==> src/rtl/fc_quant_pkg.sv <==
// Shared types and constants for the FC-layer requantizer scheduler.
package fc_quant_pkg;

    typedef enum logic [1:0] {
        IDLE  = 2'd0,
        RUN   = 2'd1,
        DRAIN = 2'd2,
        DONE  = 2'd3
    } state_t;

    localparam logic FC1_STATE = 1'b0;
    localparam logic FC2_STATE = 1'b1;
    localparam int   LANES     = 4;
    localparam int   BYTE_W    = 8;

endpackage

==> src/rtl/fc_byte_packer.sv <==
// Packs requantized bytes four-per-word and issues registered SRAM word writes.
module fc_byte_packer
    import fc_quant_pkg::*;
#(
    parameter int CNT_W  = 9,
    parameter int ADDR_W = 10
) (
    input  logic                      clk,
    input  logic                      srst,
    input  logic                      clear,
    input  logic                      vld_p1,
    input  logic [BYTE_W-1:0]         q_byte,
    input  logic [CNT_W-1:0]          n_total,
    input  logic [ADDR_W-1:0]         base,
    output logic                      sram_wen,
    output logic [ADDR_W-1:0]         sram_addr,
    output logic [LANES*BYTE_W-1:0]   sram_wdata,
    output logic [LANES-1:0]          sram_bytemask,
    output logic                      wr_last
);

    logic [CNT_W-1:0]        out_cnt;
    logic [1:0]              lane;
    logic                    last;
    logic                    flush;
    logic [LANES*BYTE_W-1:0] pack_q;
    logic [LANES*BYTE_W-1:0] pack_next;
    logic [LANES-1:0]        lane_mask;
    logic [ADDR_W-1:0]       word_addr;

    assign lane      = out_cnt[1:0];
    assign last      = (out_cnt == n_total - CNT_W'(1));
    assign flush     = vld_p1 && ((lane == 2'd3) || last);
    assign word_addr = base + ADDR_W'(out_cnt >> 2);

    // Lanes at or below the current one are valid; only a short final word trims the mask.
    always_comb begin
        pack_next = pack_q;
        pack_next[int'(lane)*BYTE_W +: BYTE_W] = q_byte;
        lane_mask = '0;
        for (int i = 0; i < LANES; i++) begin
            lane_mask[i] = (i <= int'(lane));
        end
    end

    // Stage p2: byte lands in the pack register, full or final words go out.
    always_ff @(posedge clk) begin
        if (srst) begin
            out_cnt       <= '0;
            pack_q        <= '0;
            sram_wen      <= 1'b0;
            sram_addr     <= '0;
            sram_wdata    <= '0;
            sram_bytemask <= '0;
            wr_last       <= 1'b0;
        end else begin
            sram_wen <= flush;
            wr_last  <= flush && last;
            if (clear) begin
                out_cnt <= '0;
                pack_q  <= '0;
            end else if (vld_p1) begin
                out_cnt <= out_cnt + CNT_W'(1);
                if (flush) begin
                    pack_q        <= '0;
                    sram_wdata    <= pack_next;
                    sram_addr     <= word_addr;
                    sram_bytemask <= lane_mask;
                end else begin
                    pack_q <= pack_next;
                end
            end
        end
    end

endmodule

==> src/rtl/fc_quant_scheduler.sv <==
// Sequences one FC layer's accumulator results through the shared requantizer into activation SRAM.
module fc_quant_scheduler
    import fc_quant_pkg::*;
#(
    parameter int FC1_OUT  = 500,
    parameter int FC2_OUT  = 10,
    parameter int ADDR_W   = 10,
    parameter int FC1_BASE = 0,
    parameter int FC2_BASE = 128
) (
    input  logic              clk,
    input  logic              srst,
    input  logic              start,
    input  logic              layer_sel,
    input  logic              acc_valid,
    input  logic [31:0]       acc_data,
    output logic              acc_ready,
    output logic              q_fc_state,
    output logic [31:0]       q_unquant,
    input  logic [7:0]        q_quant,
    output logic              sram_wen,
    output logic [ADDR_W-1:0] sram_addr,
    output logic [31:0]       sram_wdata,
    output logic [3:0]        sram_bytemask,
    output logic              busy,
    output logic              done
);

    localparam int CNT_W = $clog2(FC1_OUT + 1);

    state_t            state_q, state_d;
    logic [CNT_W-1:0]  acc_cnt;
    logic [CNT_W-1:0]  n_q;
    logic [ADDR_W-1:0] base_q;
    logic              vld_p1;
    logic              start_ok;
    logic              accept;
    logic              last_accept;
    logic              wr_last;

    assign start_ok    = start && (state_q == IDLE);
    assign acc_ready   = (state_q == RUN) && (acc_cnt < n_q);
    assign accept      = acc_valid && acc_ready;
    assign last_accept = accept && (acc_cnt == n_q - CNT_W'(1));
    assign q_unquant   = acc_data;
    assign busy        = (state_q != IDLE);
    assign done        = (state_q == DONE);

    always_comb begin
        state_d = state_q;
        case (state_q)
            IDLE:    if (start)       state_d = RUN;
            RUN:     if (last_accept) state_d = DRAIN;
            DRAIN:   if (wr_last)     state_d = DONE;
            DONE:                     state_d = IDLE;
            default:                  state_d = IDLE;
        endcase
    end

    // Stage p0 -> p1: accept registers alongside the requantizer's own output register.
    always_ff @(posedge clk) begin
        if (srst) begin
            state_q    <= IDLE;
            acc_cnt    <= '0;
            n_q        <= '0;
            base_q     <= '0;
            q_fc_state <= FC1_STATE;
            vld_p1     <= 1'b0;
        end else begin
            state_q <= state_d;
            vld_p1  <= accept;
            if (start_ok) begin
                q_fc_state <= layer_sel;
                n_q        <= (layer_sel == FC2_STATE) ? CNT_W'(FC2_OUT) : CNT_W'(FC1_OUT);
                base_q     <= (layer_sel == FC2_STATE) ? ADDR_W'(FC2_BASE) : ADDR_W'(FC1_BASE);
                acc_cnt    <= '0;
            end else if (accept) begin
                acc_cnt <= acc_cnt + CNT_W'(1);
            end
        end
    end

    fc_byte_packer #(
        .CNT_W  (CNT_W),
        .ADDR_W (ADDR_W)
    ) u_packer (
        .clk           (clk),
        .srst          (srst),
        .clear         (start_ok),
        .vld_p1        (vld_p1),
        .q_byte        (q_quant),
        .n_total       (n_q),
        .base          (base_q),
        .sram_wen      (sram_wen),
        .sram_addr     (sram_addr),
        .sram_wdata    (sram_wdata),
        .sram_bytemask (sram_bytemask),
        .wr_last       (wr_last)
    );

endmodule
==> config.mk <==
export PLATFORM = sky130hd
export DESIGN_NAME = fc_quant_scheduler
export DESIGN_NICKNAME = d
export VERILOG_FILES = /design/src/rtl/fc_quant_pkg.sv /design/src/rtl/fc_byte_packer.sv /design/src/rtl/fc_quant_scheduler.sv
export SDC_FILE = /design/constraint.sdc
export NUM_CORES = 1
export LEC_CHECK = 0
export CAP_MARGIN = 10
export CORE_UTILIZATION = 45
export DETAILED_ROUTE_END_ITERATION = 16
export PLACE_DENSITY_LB_ADDON = 0.25
export SLEW_MARGIN = 20
export SYNTH_ARGS = -nofsm -noshare
export SYNTH_HDL_FRONTEND = slang
export SYNTH_SLANG_ARGS = --single-unit
==> constraint.sdc <==
create_clock -name clk -period 2.3 [get_ports clk]
set_input_delay 0.23 -clock clk [delete_from_list [all_inputs] [get_ports clk]]
set_output_delay 0.23 -clock clk [all_outputs]
set_load 0.005 [all_outputs]
==> results.cfg, run 1 <==
[status]
status = finished, final reports clean

[power_and_ir_drop]
leakage_nw = 2.108
powerDensity_mw_per_mm2 = 625.1
vdd_drop_max_v = 0.0003864

[clock_tree]
htree_levels = 3
cts_tree = done
clk_pin_slew_worst_paths_ns = 0.10
clock_path_buffers = 2
ctsRootBufferMaster = clkbuf_8
cts_sinks = 101
clk_latency_ns = 0.38
cts_buffers = 9

[sta]
fmax_ghz = 0.4410
post-route-min-period_ns = 2.268
finClkSkew_ns = 0.01469
setup_viol = 0
finalWorstSetupSlack_ns = 0.03243
tns_ns = 0
relSlewSlack = 0.4669
finalHoldViolCount = 0
tightestPinTransition_ns = 0.7884
report.final.slew_viol_count = 0
period_share = 0.9859

[logic_synthesis]
synth_top_cell_area_share = 0.4038
synthArstFlopShare = 0
synth_warnings = 0
ys.flop_type = dfxtp_1
avgSynthCellArea_um2 = 8.785
netlist_area_mm2 = 0.005007
yosys_register_bits = 101
synth_edf_count = 0
netlist_instances = 570
yosysSeqAreaShare = 0.4038
yosys.area.top_type = dfxtp_1
ys_top_cells_by_area = dfxtp_1, ha_1, buf_4
synth_cell_types = 51

[setup_path]
crit_chain = inv_2 > ha_4 > xor2_1 > or4_4 > o21ai_4 > and2_4 > clkbuf_16 > a211oi_1
crit_slowest_cell = or4_4
cp_data_required_time_ns = 2.55
arrival_ns = 2.52
cp-end-kind = register
critPathKind = register to register
critPathLaunchType = register
path_delay_family = simple AND/OR/NAND/NOR gates
reg2reg_slack_ns = 0.03
crit_fanout = 8
critPathMaxStageDelay_ns = 0.53
critPathBufInv = 2

[detailed_routing]
first_pass_iters = 4
viasPerCell = 5.700
num_vias = 4275
ant_nets = 0
first_iter_violations = 228
route.detailed.drc = 0
finalWirelength_mm = 13.13
drt-wirelength-per-cell_um = 17.50

[die]
fp.dieH_um = 107.5
fp.dieW_um = 107.5
die_area_mm2 = 0.01155
core_mm2 = 0.01084
rows = 38
initial_core_util = 0.4619
num_io_pins = 128

[cells_and_area]
synthToLayoutAreaGrowth_pct = 20.99
layout_common_cells = dfxtp_1, clkdlybuf4s50_1, a21oi_1
final_common_cell = dfxtp_1
antenna_cells = 0
final_util = 0.5589
final_nets = 673
design_area_mm2 = 0.006058
drive_gt1_frac = 0.1246

[global_routing]
grt_pass1_wl_mm = 20.26
grt_max_degree = 39
antenna_found_initial = 0
grt_overflow_total = 0
first_global_vias = 3945
grt_usage = 0.2270

[placement]
gp_congestion = 0.8184
dpl_cell_area_mm2 = 0.005610
portBuffers = 61
hpwl_mm = 8.249
place_ws_ns = -0.004462

[flow_run]
drv_cap = 0

[hold_path]
min_path_type = input port to output pin
## cell type report
| type | instances | area, um2 |
|---|---|---|
| clock buffers | 11 | 151.4 |
| clock inverters | 5 | 42.54 |
| fillers | 980 | 4782 |
| inverters | 47 | 178.9 |
| multi-input cells | 347 | 2441 |
| flip-flops and latches | 101 | 2027 |
| well taps | 140 | 175.2 |
| repair buffers | 99 | 1042 |
## path summary, 6_finish.rpt
check,cells after the start,end,startpoint
worst max register to register,8,u_packer.sram_wdata[1],n_q[3]
worst max-delay path,8,u_packer.sram_wdata[1],n_q[3]
worst min register to register,2,u_packer.sram_addr[4],u_packer.sram_addr[4]
worst min-delay path,0,q_unquant[19],acc_data[19]
## synthesized netlist by cell type, types with 2 or more instances
master,n
nand3_1,5
clkbuf_1,24
buf_1,6
nor4_1,3
o31ai_1,4
a211oi_1,34
nor4b_1,2
nand2_1,25
nand4_1,19
nor3_1,4
buf_2,8
inv_1,47
nor2b_1,3
xor2_1,6
nand2b_1,3
a31oi_1,2
or3_1,3
o21ai_0,12
buf_4,38
mux2i_1,3
dfxtp_1,101
o22ai_1,33
a2bb2oi_1,32
a21oi_1,47
nor2_1,16
or4_1,4
o2bb2a_1,2
and2_1,35
ha_1,23
xnor2_1,5
## routing by layer
layer	global-route usage	routed length [um]
met2	0.3658	6308
met1	0.2948	5934
met5	0	0
met3	0.06114	661
met4	0.06849	223
## cell families (layout without fill, tap and decap cells)
family,Yosys count,in the layout,synth area share
compound gates,180,180,0.2461
xor+xnor,11,11,0.01924
fa+ha+maj,23,23,0.05747
buf+inv,123,162,0.1227
flops,101,101,0.4038
mux,3,3,0.005997
other cells,1,2,0.0007489
simple gates,128,128,0.1439
## registers in the layout, indices dropped and copies added (netlist names), 2 cells and up
register	flops
state_q	2
u_packer.sram_bytemask	4
u_packer.pack_q	32
acc_cnt	9
u_packer.out_cnt	9
n_q	2
u_packer.sram_addr	8
u_packer.sram_wdata	32
## where the power goes
group	total [mW]	switching [mW]	internal, mW
Clock	1.11	0.648	0.467
Sequential	1.81	0.0261	1.78
Combinational	0.868	0.540	0.328
Total	3.79	1.21	2.57
## metrics by stage
step                power [mW]  hold slack, ns  instances
floorplan                2.418          0.3700        571
global placement         2.654          0.4462        723
detailed placement       2.678          0.4516        723
CTS                      3.780          0.4542        741
global route             3.971          0.4600        750
finish                   3.787          0.4600        750
## what timing repair did
item,in CTS,in global routing
gates resized for setup,7,13
buffers inserted,1,5
hold buffers,0,0
gates cloned,1,4
pin swaps,2,7
setup endpoints to repair,36,55
## worst register-to-register path: cells and delay by family (launching register included)
family          cells  cell delay, ns
compound gates      2            0.30
xor+xnor            1            0.14
fa+ha+maj           1            0.24
buf+inv             2            0.26
flops               1            0.35
simple gates        2            0.84
(Power assumes the default switching activity.)
==> run 2, diff against run 1 <==
--- a/config.mk
+++ b/config.mk
@@ -6,9 +6,12 @@
 export NUM_CORES = 1
 export LEC_CHECK = 0
 export CAP_MARGIN = 10
-export CORE_UTILIZATION = 45
+export CELL_PAD_IN_SITES_DETAIL_PLACEMENT = 1
+export CELL_PAD_IN_SITES_GLOBAL_PLACEMENT = 1
+export CORE_UTILIZATION = 33
 export DETAILED_ROUTE_END_ITERATION = 16
-export PLACE_DENSITY_LB_ADDON = 0.25
+export PLACE_DENSITY_LB_ADDON = 0.1
+export SKIP_CTS_REPAIR_TIMING = 1
 export SLEW_MARGIN = 20
 export SYNTH_ARGS = -nofsm -noshare
 export SYNTH_HDL_FRONTEND = slang
==> run 2 against run 1 <==
Non-clock buffer count down 1; critical path depth up 1; hold slack lost 0.0033 ns; worst setup slack gained 0.020 ns; clock power grew 37%; via count down 0.30%; first-iteration DRC count decreased by 25%; highest routed layer unchanged; final cell count rose by 5.7%; final area up 1.6%.
==> results.cfg, run 2 (synthesis results as in run 1) <==
[power_and_ir_drop]
vdd_drop_max_v = 0.0007396
pwr-share-seq = 0.425
p_int_mw = 2.949
powerDensity_mw_per_mm2 = 690.2
sw_frac_of_total = 0.3058
pwr-share-clk = 0.358
power.total_mw = 4.248
power_frac_comb = 0.216
switching_power_mw = 1.299
leakage_nw = 2.145

[cells_and_area]
antenna_cells = 0
regArea_mm2 = 0.002027
multi_input_area_mm2 = 0.002414
layout_common_cells = dfxtp_1, clkdlybuf4s50_1, a21oi_1
num-fill-cells = 1685
synthToLayoutAreaGrowth_pct = 22.91
final_nets = 672
final_common_cell = dfxtp_1
design_area_mm2 = 0.006155
final_util = 0.4203
biggestRegsByFlops = u_packer.pack_q: 32 flops, u_packer.sram_wdata: 32 flops
drive_gt1_frac = 0.1166

[global_routing]
grt_pass1_wl_mm = 23.61
antenna_found_initial = 0
grt_max_degree = 39
first_global_vias = 4458
grt_usage = 0.1915
grt_overflow_total = 0

[setup_path]
crit_fanout = 18
critPathKind = register to register
cp_data_required_time_ns = 2.53
critPathLaunchType = register
cp-end-kind = register
arrival_ns = 2.48
worstRegToRegCells = 9

[clock_tree]
clock_path_buffers = 2
cts_tree = done
cts_buffers = 9
htree_levels = 3
cts_sinks = 101
ctsRootBufferMaster = clkbuf_16
clk_pin_slew_worst_paths_ns = 0.07
clk_latency_ns = 0.35

[sta]
relSlewSlack = 0.4501
report.final.slew_viol_count = 0
period_share = 0.9772
post-route-min-period_ns = 2.248
whs_ns = 0.4567
tightestPinTransition_ns = 0.8131
setup_viol = 0
fmax_ghz = 0.4449
finClkSkew_ns = 0.01039
tns_ns = 0
finalHoldViolCount = 0

[die]
fp.dieW_um = 125.2
rows = 44
num_io_pins = 128
initial_core_util = 0.3419
core_mm2 = 0.01464
fp.dieH_um = 125.2
die_area_mm2 = 0.01567

[detailed_routing]
ant_nets = 0
first_iter_violations = 171
num_vias = 4262
finalWirelength_mm = 15.31
first_pass_iters = 12
viasPerCell = 5.375
route.detailed.drc = 0
drt-wirelength-per-cell_um = 19.31

[placement]
gp_congestion = 0.7825
dpl_cell_area_mm2 = 0.005708
portBuffers = 61
hpwl_mm = 9.746

[flow_run]
drv_cap = 0

[hold_path]
hold_path_depth = 2
min_path_type = register to register

[status]
status = finished, final reports clean
-- run 2: final timing paths --
path	slack, ns	to	startpoint
worst max-delay path	0.05	u_packer.sram_wdata[10]	n_q[3]
worst min register to register	0.46	u_packer.sram_addr[4]	u_packer.sram_addr[4]
worst max register to register	0.05	u_packer.sram_wdata[10]	n_q[3]
worst min-delay path	0.46	u_packer.sram_addr[4]	u_packer.sram_addr[4]
-- run 2: stage by stage --
| step | std cells | setup WS [ns] |
|---|---|---|
| 5_1_grt | 793 | -0.01159 |
| 3_3_place_gp | 771 | -0.04138 |
| 6_report | 793 | 0.05244 |
| 3_5_place_dp | 771 | -0.04832 |
| 2_1_floorplan | 571 | 0.002225 |
| 4_1_cts | 787 | -0.3177 |
-- run 2: cell type report --
cell class / instances / area share
flip-flops and latches: 101 / 0.3293
multi-input cells: 347 / 0.3922
well taps: 184 / 0.03741
clock inverters: 4 / 0.004879
clock buffers: 12 / 0.04330
repair buffers: 98 / 0.1643
inverters: 47 / 0.02866
-- run 2: per-layer routing --
metal	up-vias	wire [um]	track usage
li1	2074	-	-
met1	2088	6951	0.2322
met5	-	0	0
met2	73	7564	0.3316
met4	0	242	0.05882
met3	27	554	0.04921
-- run 2: power by group through the flow --
stage / sequential (mW) / clock [mW] / combinational (mW)
after CTS: 1.80 / 1.58 / 0.912
after global routing: 1.81 / 1.65 / 1.01
after floorplan: 1.84 / 0 / 0.576
after detailed placement: 1.84 / 0 / 0.904
after global placement: 1.84 / 0 / 0.883
final: 1.81 / 1.52 / 0.919
-- run 2: worst max-delay path, cell delays in order, from the launching register on --
cell and delay [ns]:
dfxtp_2 0.34, inv_2 0.05, ha_4 0.24, xor2_1 0.14, or4_4 0.52, o21ai_4 0.17, buf_4 0.15, and2_4 0.21
clkbuf_16 0.21, a211oi_1 0.08
